$ cat config.mk
export PLATFORM = sky130hd
export DESIGN_NAME = sprite_motion_ctrl_flat
export DESIGN_NICKNAME = d
export VERILOG_FILES = /design/src/rtl/sprite_motion_if.sv /design/src/rtl/sprite_motion_ctrl.sv /design/src/flat_wrapper.sv
export SDC_FILE = /design/constraint.sdc
export NUM_CORES = 1
export LEC_CHECK = 0
export ABC_AREA = 1
export CAP_MARGIN = 5
export CORE_MARGIN = 8
export CORE_UTILIZATION = 60
export DETAILED_ROUTE_END_ITERATION = 10
export PLACE_DENSITY = 0.9
export SLEW_MARGIN = 25
export SYNTH_ARGS = -nofsm -noshare
export SYNTH_HDL_FRONTEND = slang
export SYNTH_SLANG_ARGS = --single-unit
export TNS_END_PERCENT = 50
$ cat constraint.sdc
create_clock -name clk -period 3.15 [get_ports clk]
set_input_delay 0.945 -clock clk [delete_from_list [all_inputs] [get_ports clk]]
set_output_delay 0.945 -clock clk [all_outputs]
set_load 0.03 [all_outputs]
$ cat src/rtl/sprite_motion_if.sv
// Scan-position, mode and button inputs plus sprite position/direction outputs
// shared between the VGA timing side and the sprite motion controller.
interface sprite_motion_if;
  logic [9:0] pixelx_i;
  logic [9:0] pixely_i;
  logic       auto_mode_i;
  logic       pause_i;
  logic       btn_up_i;
  logic       btn_down_i;
  logic       btn_left_i;
  logic       btn_right_i;
  logic [9:0] posx_o;
  logic [9:0] posy_o;
  logic       dir_x_o;
  logic       dir_y_o;
  logic       bounce_o;

  modport master (
    output pixelx_i, pixely_i, auto_mode_i, pause_i,
           btn_up_i, btn_down_i, btn_left_i, btn_right_i,
    input  posx_o, posy_o, dir_x_o, dir_y_o, bounce_o
  );

  modport slave (
    input  pixelx_i, pixely_i, auto_mode_i, pause_i,
           btn_up_i, btn_down_i, btn_left_i, btn_right_i,
    output posx_o, posy_o, dir_x_o, dir_y_o, bounce_o
  );
endinterface

$ cat src/rtl/sprite_motion_ctrl.sv
// Sprite top-left position generator: moves once every FRAME_DIV frames during
// vertical blanking, either bouncing autonomously or following the buttons.
module sprite_motion_ctrl #(
  parameter int H_ACTIVE  = 640,
  parameter int V_ACTIVE  = 480,
  parameter int SPRITE_W  = 64,
  parameter int SPRITE_H  = 64,
  parameter int STEP      = 2,
  parameter int FRAME_DIV = 2,
  parameter int INIT_X    = 288,
  parameter int INIT_Y    = 208
) (
  input  logic            clk,
  input  logic            rst,
  sprite_motion_if.slave  bus
);

  //  state      | meaning
  //  S_WAIT     | idle until the frame divider fires (and not paused)
  //  S_MOVE_X   | compute and register the new x position/direction
  //  S_MOVE_Y   | compute and register the new y position/direction
  localparam logic [1:0] S_WAIT   = 2'd0;
  localparam logic [1:0] S_MOVE_X = 2'd1;
  localparam logic [1:0] S_MOVE_Y = 2'd2;

  localparam logic [10:0] MAX_X   = 11'(H_ACTIVE - SPRITE_W);
  localparam logic [10:0] MAX_Y   = 11'(V_ACTIVE - SPRITE_H);
  localparam logic [10:0] STEP11  = 11'(STEP);
  localparam logic [9:0]  V_ACT10 = 10'(V_ACTIVE);
  localparam logic [7:0]  DIV_TC  = 8'(FRAME_DIV - 1);

  logic [1:0] state_q, state_d;
  logic       fe_cond_q;
  logic [7:0] cnt_q, cnt_d;
  logic [9:0] posx_q, posx_d, posy_q, posy_d;
  logic       dir_x_q, dir_x_d, dir_y_q, dir_y_d;
  logic       bounce_q, bounce_d;
  logic [3:0] btn_meta_q, btn_sync_q;  // {up, down, left, right}

  logic fe_cond, frame_evt, upd;

  assign fe_cond   = (bus.pixelx_i == 10'd0) && (bus.pixely_i == V_ACT10);
  assign frame_evt = fe_cond & ~fe_cond_q;
  assign upd       = frame_evt && (cnt_q == DIV_TC);

  // Returns {bounce, dir, pos}. inc moves toward lim, dec toward 0.
  function automatic logic [11:0] step_axis(
    input logic [9:0]  pos,
    input logic        dir,
    input logic        auto_m,
    input logic        inc,
    input logic        dec,
    input logic [10:0] lim
  );
    logic [10:0] p;
    logic [10:0] sum;
    logic [10:0] diff;
    logic [11:0] res;
    p    = {1'b0, pos};
    sum  = p + STEP11;
    diff = p - STEP11;
    res  = {1'b0, dir, pos};
    if (auto_m) begin
      if (dir) begin
        if (sum >= lim) res = {1'b1, 1'b0, lim[9:0]};
        else            res = {1'b0, 1'b1, sum[9:0]};
      end else begin
        if (p <= STEP11) res = {1'b1, 1'b1, 10'd0};
        else             res = {1'b0, 1'b0, diff[9:0]};
      end
    end else if (inc && !dec) begin
      res = {1'b0, dir, (sum > lim) ? lim[9:0] : sum[9:0]};
    end else if (dec && !inc) begin
      res = {1'b0, dir, (p <= STEP11) ? 10'd0 : diff[9:0]};
    end
    return res;
  endfunction

  always_comb begin
    state_d  = state_q;
    cnt_d    = cnt_q;
    posx_d   = posx_q;
    posy_d   = posy_q;
    dir_x_d  = dir_x_q;
    dir_y_d  = dir_y_q;
    bounce_d = 1'b0;

    if (frame_evt) cnt_d = upd ? 8'd0 : cnt_q + 8'd1;

    case (state_q)
      S_WAIT: begin
        if (upd && !bus.pause_i) state_d = S_MOVE_X;
      end
      S_MOVE_X: begin
        {bounce_d, dir_x_d, posx_d} = step_axis(posx_q, dir_x_q, bus.auto_mode_i,
                                                btn_sync_q[0], btn_sync_q[1], MAX_X);
        state_d = S_MOVE_Y;
      end
      S_MOVE_Y: begin
        {bounce_d, dir_y_d, posy_d} = step_axis(posy_q, dir_y_q, bus.auto_mode_i,
                                                btn_sync_q[2], btn_sync_q[3], MAX_Y);
        state_d = S_WAIT;
      end
      default: state_d = S_WAIT;
    endcase
  end

  always_ff @(posedge clk or posedge rst) begin
    if (rst) begin
      state_q    <= S_WAIT;
      fe_cond_q  <= 1'b0;
      cnt_q      <= 8'd0;
      posx_q     <= 10'(INIT_X);
      posy_q     <= 10'(INIT_Y);
      dir_x_q    <= 1'b1;
      dir_y_q    <= 1'b1;
      bounce_q   <= 1'b0;
      btn_meta_q <= 4'd0;
      btn_sync_q <= 4'd0;
    end else begin
      state_q    <= state_d;
      fe_cond_q  <= fe_cond;
      cnt_q      <= cnt_d;
      posx_q     <= posx_d;
      posy_q     <= posy_d;
      dir_x_q    <= dir_x_d;
      dir_y_q    <= dir_y_d;
      bounce_q   <= bounce_d;
      btn_meta_q <= {bus.btn_up_i, bus.btn_down_i, bus.btn_left_i, bus.btn_right_i};
      btn_sync_q <= btn_meta_q;
    end
  end

  assign bus.posx_o   = posx_q;
  assign bus.posy_o   = posy_q;
  assign bus.dir_x_o  = dir_x_q;
  assign bus.dir_y_o  = dir_y_q;
  assign bus.bounce_o = bounce_q;

endmodule
$ cat src/flat_wrapper.sv
// flat-port wrapper written by rule: the top's interface ports become plain ports
module sprite_motion_ctrl_flat 
#(
  parameter int H_ACTIVE  = 640,
  parameter int V_ACTIVE  = 480,
  parameter int SPRITE_W  = 64,
  parameter int SPRITE_H  = 64,
  parameter int STEP      = 2,
  parameter int FRAME_DIV = 2,
  parameter int INIT_X    = 288,
  parameter int INIT_Y    = 208
)
  (clk, rst, bus_pixelx_i, bus_pixely_i, bus_auto_mode_i, bus_pause_i, bus_btn_up_i, bus_btn_down_i, bus_btn_left_i, bus_btn_right_i, bus_posx_o, bus_posy_o, bus_dir_x_o, bus_dir_y_o, bus_bounce_o);
  sprite_motion_if bus_i ();
  input  logic clk;
  input  logic rst;
  input wire logic [$bits(bus_i.pixelx_i)-1:0] bus_pixelx_i;
  input wire logic [$bits(bus_i.pixely_i)-1:0] bus_pixely_i;
  input wire logic [$bits(bus_i.auto_mode_i)-1:0] bus_auto_mode_i;
  input wire logic [$bits(bus_i.pause_i)-1:0] bus_pause_i;
  input wire logic [$bits(bus_i.btn_up_i)-1:0] bus_btn_up_i;
  input wire logic [$bits(bus_i.btn_down_i)-1:0] bus_btn_down_i;
  input wire logic [$bits(bus_i.btn_left_i)-1:0] bus_btn_left_i;
  input wire logic [$bits(bus_i.btn_right_i)-1:0] bus_btn_right_i;
  output wire logic [$bits(bus_i.posx_o)-1:0] bus_posx_o;
  output wire logic [$bits(bus_i.posy_o)-1:0] bus_posy_o;
  output wire logic [$bits(bus_i.dir_x_o)-1:0] bus_dir_x_o;
  output wire logic [$bits(bus_i.dir_y_o)-1:0] bus_dir_y_o;
  output wire logic [$bits(bus_i.bounce_o)-1:0] bus_bounce_o;
  assign bus_i.pixelx_i = bus_pixelx_i;
  assign bus_i.pixely_i = bus_pixely_i;
  assign bus_i.auto_mode_i = bus_auto_mode_i;
  assign bus_i.pause_i = bus_pause_i;
  assign bus_i.btn_up_i = bus_btn_up_i;
  assign bus_i.btn_down_i = bus_btn_down_i;
  assign bus_i.btn_left_i = bus_btn_left_i;
  assign bus_i.btn_right_i = bus_btn_right_i;
  assign bus_posx_o = bus_i.posx_o;
  assign bus_posy_o = bus_i.posy_o;
  assign bus_dir_x_o = bus_i.dir_x_o;
  assign bus_dir_y_o = bus_i.dir_y_o;
  assign bus_bounce_o = bus_i.bounce_o;
  sprite_motion_ctrl #(.H_ACTIVE(H_ACTIVE), .V_ACTIVE(V_ACTIVE), .SPRITE_W(SPRITE_W), .SPRITE_H(SPRITE_H), .STEP(STEP), .FRAME_DIV(FRAME_DIV), .INIT_X(INIT_X), .INIT_Y(INIT_Y)) u_core (.clk(clk), .rst(rst), .bus(bus_i));
endmodule
After elaboration in Yosys (flattened, before gate mapping):

Index checks and enable logic that the tools add are counted.

* flip-flop bits (word level): 42

* bitwise gates (word level): 2
* order comparisons: 6
* reductions and logical operators: 20
* mux-type cells: 20
* add/subtract/negate cells: 5
* equal/unequal tests: 5

Operator list (count)
* two-way mux 12 bit: 10
* two-way mux 10 bit: 6
* adder 10 x 2 -> 11 bit, second input constant: 2
* <= comparator 10 x 2 -> 1 bit, second input constant: 2
* subtractor 10 x 2 -> 10 bit, second input constant: 2
* >= comparator 11 x 10 -> 1 bit, second input constant: 1
* >= comparator 11 x 9 -> 1 bit, second input constant: 1
* greater-than comparator 11 x 10 -> 1 bit, second input constant: 1
* greater-than comparator 11 x 9 -> 1 bit, second input constant: 1
* == test 10 x 9 -> 1 bit, second input constant: 1
* zero test 10 bit: 1
* adder 8 x 1 -> 8 bit, second input constant: 1
* == test 8 x 1 -> 1 bit, second input constant: 1
* two-way mux 8 bit: 1
* AND reduction 2 bit: 4
* logical AND 1 bit: 7
* nonzero test 3 bit: 2
* zero test 1 bit: 5
* one-hot mux 2 bit (2 select lines): 1
* == test 2 x 1 -> 1 bit, second input constant: 1
* == test 2 bit, second input constant: 1
* zero test 2 bit: 1
* two-way mux 2 bit: 1
* != test 2 x 1 -> 1 bit, second input constant: 1
* other kinds (3): 3

Longest topological paths before layout:

* word-level depth: 7
* mapped depth: 15
* mapped depth without buffers: 15

Worst setup path before layout:

Ideal clock, no wire load.

* path kind: input-to-reg
* start: input bus_pixely_i[5]
* end: register u_core.state_q[0]
* path slack: 1172 ps
* arrival: 1851 ps
* stages: 7
* buffers on the path: 0
* library setup time: 127 ps
* path through: inv_1 > nor4_1 > nand2_1 > nor3_1 > nand4_1 > nand2_1 > o21ai_0

* longest elaborated chain between the ends: 6

RTL lines
* start, declared: line flat_wrapper.sv:18 `input wire logic [$bits(bus_i.pixely_i)-1:0] bus_pixely_i;`
* == test 10 x 9 -> 1 bit: line sprite_motion_ctrl.sv:42 `assign fe_cond = (bus.pixelx_i == 10'd0) && (bus.pixely_i == V_ACT10);`
* logical AND 1 bit: line sprite_motion_ctrl.sv:42
* via u_core.fe_cond: line sprite_motion_ctrl.sv:40 `logic fe_cond, frame_evt, upd;`
* AND 1 bit: line sprite_motion_ctrl.sv:43 `assign frame_evt = fe_cond & ~fe_cond_q;`
* logical AND 1 bit: line sprite_motion_ctrl.sv:44 `assign upd = frame_evt && (cnt_q == DIV_TC);`
* logical AND 1 bit: line sprite_motion_ctrl.sv:92 `if (upd && !bus.pause_i) state_d = S_MOVE_X;`
* != test 2 x 1 -> 1 bit (no source line)
* end signal, assigned: line sprite_motion_ctrl.sv:121 `state_q <= state_d;`
* end, declared: line sprite_motion_ctrl.sv:32 `logic [1:0] state_q, state_d;`

The timed path passes the listed nets, and every way through them passes these cells.
A chain may end at the register's enable or synchronous reset.

Final worst setup path:

* start: input bus_auto_mode_i
* end: register u_core.posy_q[4] (netlist: u_core.bus.posy_o[4])

* longest elaborated chain between the ends: 2

RTL lines
* start, declared: line flat_wrapper.sv:19 `input wire logic [$bits(bus_i.auto_mode_i)-1:0] bus_auto_mode_i;`
* nonzero test 3 bit (no source line)
* AND reduction 2 bit (no source line)
* end signal, assigned: line sprite_motion_ctrl.sv:114 `posy_q <= 10'(INIT_Y);`
* end signal, assigned: line sprite_motion_ctrl.sv:125 `posy_q <= posy_d;`
* end, declared: line sprite_motion_ctrl.sv:35 `logic [9:0] posx_q, posx_d, posy_q, posy_d;`

Several ways; a longest one is shown, not always the timed one.

==> summary.md <==
| Metric | Value |
|---|---|
| Unique cell type count in the Yosys netlist | 39 |
| Inserted Clock Buffers | 5 |
| Post-route clock period utilization | roughly 84% |
| HP Class | reg -> reg |
| Status | finished clean |
| Max layer used | met4 |
| Die Span Y | roughly 92 um |
| Worst Path Required | 3.39 ns |
| Vias in the first global route | between 3000 and 4000 |
| Met3 wire length | approximately 560 um |
| Clock network fraction of design power | about two fifths |
| Share of the synthesized area in the top cell type | 23.87% |
| DR WL/cell | 14.55 um |
| Max_cap viols | 0 |
| Worst slack at placement | approximately 0.29 ns |
| #FFs+latches synth | 40 |
| Sequential area share after synthesis | 29.19% |
| DRC | 0 |
| Net Switching | 0.2511 mW |
| RSZ-0062 raised after global routing | no |
| RD Place Congestion | roughly 0.95 |
| First-pass GRT wire length | 15.86 mm |
| Cells after Synth | about 520 |
| Share of layout cells above drive strength 1 | about an eighth |
| Primary FF master, synth | dfrtp_1 |
| Slew HR | 60.40% |
| Die footprint | 8452 um^2 |
| Warnings from Yosys | 0 |
| Final worst slack | 0.5007 ns |
| Worst-Margin Slew | between 0.5 and 0.6 ns |
| Hold Fails Final Rpt | 0 |
| Synth area leaders | dfrtp_1 24%, nand2_1 18%, inv_1 6.8%, nand3_1 5.5%, dfstp_2 5.3% |
| Hold path start | u_core.btn_meta_q[2] |
| Pint | 0.7992 mW |
| M1 wire length | between 3 and 4 mm |
| Total leakage power | 1.996 nW |
| Leading area contributor after synthesis | dfrtp_1 |
| Cts repair resizes | 0 |
| Setup CP Type | in -> reg |
| Fin area | 4113 um^2 |
| Final setup TNS | 0 ns |
| Critical Path AT | between 2 and 3 ns |
| Worst-path fanout max | 18 |
| Sequential power share | between 40 and 50% |
| CTS tree | yes |
| NumNets Final | about 610 |
| Setup violators final | 0 |
| Area growth syn-to-layout | 18.88% |
| I/O pin count | just over 50 |
| CP startpoint | bus_auto_mode_i |
| P per Cell Area | about 260 nW/um^2 |
| Floorplan row count | 27 |
| Drt via density | between 5 and 6 |
| CTS clk-pin slew, worst paths | 0.08 ns |
| Crit path time final | roughly 2.6 ns |
| Via count | 3616 |
| Total congestion overflow | 0 |
| Wire length on met2 | 4.648 mm |
| Die X | ~90 um |
| Clock sink count | 40 |
| Post-cts hold buffer count | 0 |
| R2R Path Start | u_core.bus.posx_o[1] |
| Port bufs | 48 |
| Clock tree buffer depth | 2 |
| Max Clock Skew | approximately 0.008 ns |
| Clk root buf | clkbuf_8 |
| Inserted Diodes | 0 |
| Nature of the critical path endpoint | flop |
| Core Area | around 5500 um^2 |
| Post-CTS Repair Setup Buffers | 0 |
| Syn Area/Cell | between 6 and 7 um^2 |
| Skew-Pair Late Insertion Delay | roughly 0.30 ns |
| Logic pwr share | under 10% |
| Drt initial violations | 263 |
| Effective utilization at floorplan | a little over three fifths |
| Hpwl dp | slightly above 7 mm |
| Initial antenna violation count | 0 |
| Max VDD drop | ~220 uV |
| Synth async-reset ratio | between 90% and 100% |
| Max Slew Vio Count | 0 |
| Antenna-violating nets left | 0 |
| Total wire length | about 9.3 mm |
| Fill cells | approximately 460 |
| # H-tree levels | 2 |
| Pin count of the biggest net entering global routing | 41 |
| Fmax achieved | ~380 MHz |
| Cell area after placement | between 4000 and 5000 um^2 |
| Post-Syn Area | ~3500 um^2 |
| Pre-Repair DR Iteration Count | 5 |
| Crit start category | primary input |
| Post-synth EDFFs | 0 |
| Sw Share | approximately a quarter |
| GRT Util Overall | between 20% and 30% |
-- cell usage after synthesis (all sizes together) (6+ instances only) --
cell type	count
dfstp	7
buf	7
nor4	6
dfrtp	33
nor2	46
nor3	6
inv	70
a21oi	15
o21ai	37
nand3	48
xor2	14
nand2	183
nand4	17
ha	12
-- cell type report --
class | count | area [um^2] | area share [%]
multi-input combinational | 396 | 2128 | 51.75
sequential | 40 | 1010 | 24.55
timing repair buffer | 51 | 503.0 | 12.23
inverter | 72 | 270.3 | 6.571
tap | 72 | 90.09 | 2.190
clock buffer | 5 | 68.82 | 1.673
clock inverter | 3 | 42.54 | 1.034
-- critical path, stage by stage --
cell,delay (ns)
clkdlybuf4s50_1,0.78
inv_1,0.40
o21ai_1,0.34
o21ai_0,0.17
nand2_1,0.10
nand3_1,0.07
nand2_1,0.07
-- power groups by stage --
stage / combinational [mW] / sequential, mW / clock (mW)
after detailed placement: 0.0997 / 0.531 / 0
after global placement: 0.0961 / 0.531 / 0
after global routing: 0.111 / 0.522 / 0.456
final: 0.101 / 0.521 / 0.428
after CTS: 0.0999 / 0.521 / 0.436
after floorplan: 0.0522 / 0.531 / 0
-- metrics by stage --
step                      utilization (%)  cells  power, mW  hold slack, ns
final                               74.23    639      1.050          0.3583
after global placement              72.22    631     0.6269          0.3367
after CTS                           74.23    639      1.057          0.3587
after global routing                74.23    639      1.089          0.3661
after floorplan                         -    516     0.5829          0.3312
after detailed placement            72.22    631     0.6308          0.3394
-- metal layers --
layer  vias up  global-route usage [%]
li1       1748                       -
met1      1692                   27.60
met2       150                   36.95
met3        26                   4.808
met4         0                   7.248
met5         -                       0
-- kinds of logic after synthesis --
family	count (synthesis)	share of synthesized area, %
adder cells (fa/ha/maj)	12	4.340
XOR/XNOR	16	4.051
other	1	0.1084
buffers and inverters	80	9.403
AO/OA/AOI/OAI	59	9.548
flip-flops	40	29.19
AND/OR/NAND/NOR	307	43.36
-- worst paths after layout --
kind	depth (start not counted)	end	slack (ns)
worst max-delay path	7	u_core.bus.posy_o[4]	0.50
min in group asynchronous	3	u_core.bus.posx_o[7]	1.07
worst min-delay path	0	u_core.btn_sync_q[2]	0.36
max in group asynchronous	3	u_core.bus.posy_o[6]	1.70
worst min register to register	0	u_core.btn_sync_q[2]	0.36
worst max register to register	14	u_core.bus.posx_o[6]	0.93
-- state kept, by name, indices dropped and copies added, names as in the netlist --
signal,cells
u_core.btn_meta_q,4
u_core.btn_sync_q,4
u_core.bus.bounce_o,1
u_core.bus.dir_x_o,1
u_core.bus.dir_y_o,1
u_core.bus.posx_o,9
u_core.bus.posy_o,9
u_core.cnt_q,8
u_core.fe_cond_q,1
u_core.state_q,2
-- cell usage in the layout, fill, tap and decap left out, drive strengths merged --
cell           synthesis  routed
xor2                  14      14
clkbuf                 1       5
nand3                 48      48
clkinvlp               0       1
xnor2                  2       2
nor3                   6       6
a31oi                  2       2
nor2                  46      46
nand2                183     183
o21ai                 37      37
nor4                   6       6
or2                    1       1
nand4                 17      17
bufinv                 0       1
conb                   1       2
dfrtp                 33      33
ha                    12      12
inv                   70      70
buf                    7       3
o22ai                  1       1
clkdlybuf4s50          0      48
a21oi                 15      15
dfstp                  7       7
clkinv                 2       3
o21a                   1       1
o2111ai                1       1
a21boi                 1       1
o31ai                  1       1
Note: power is estimated with default switching activity, not from simulation.
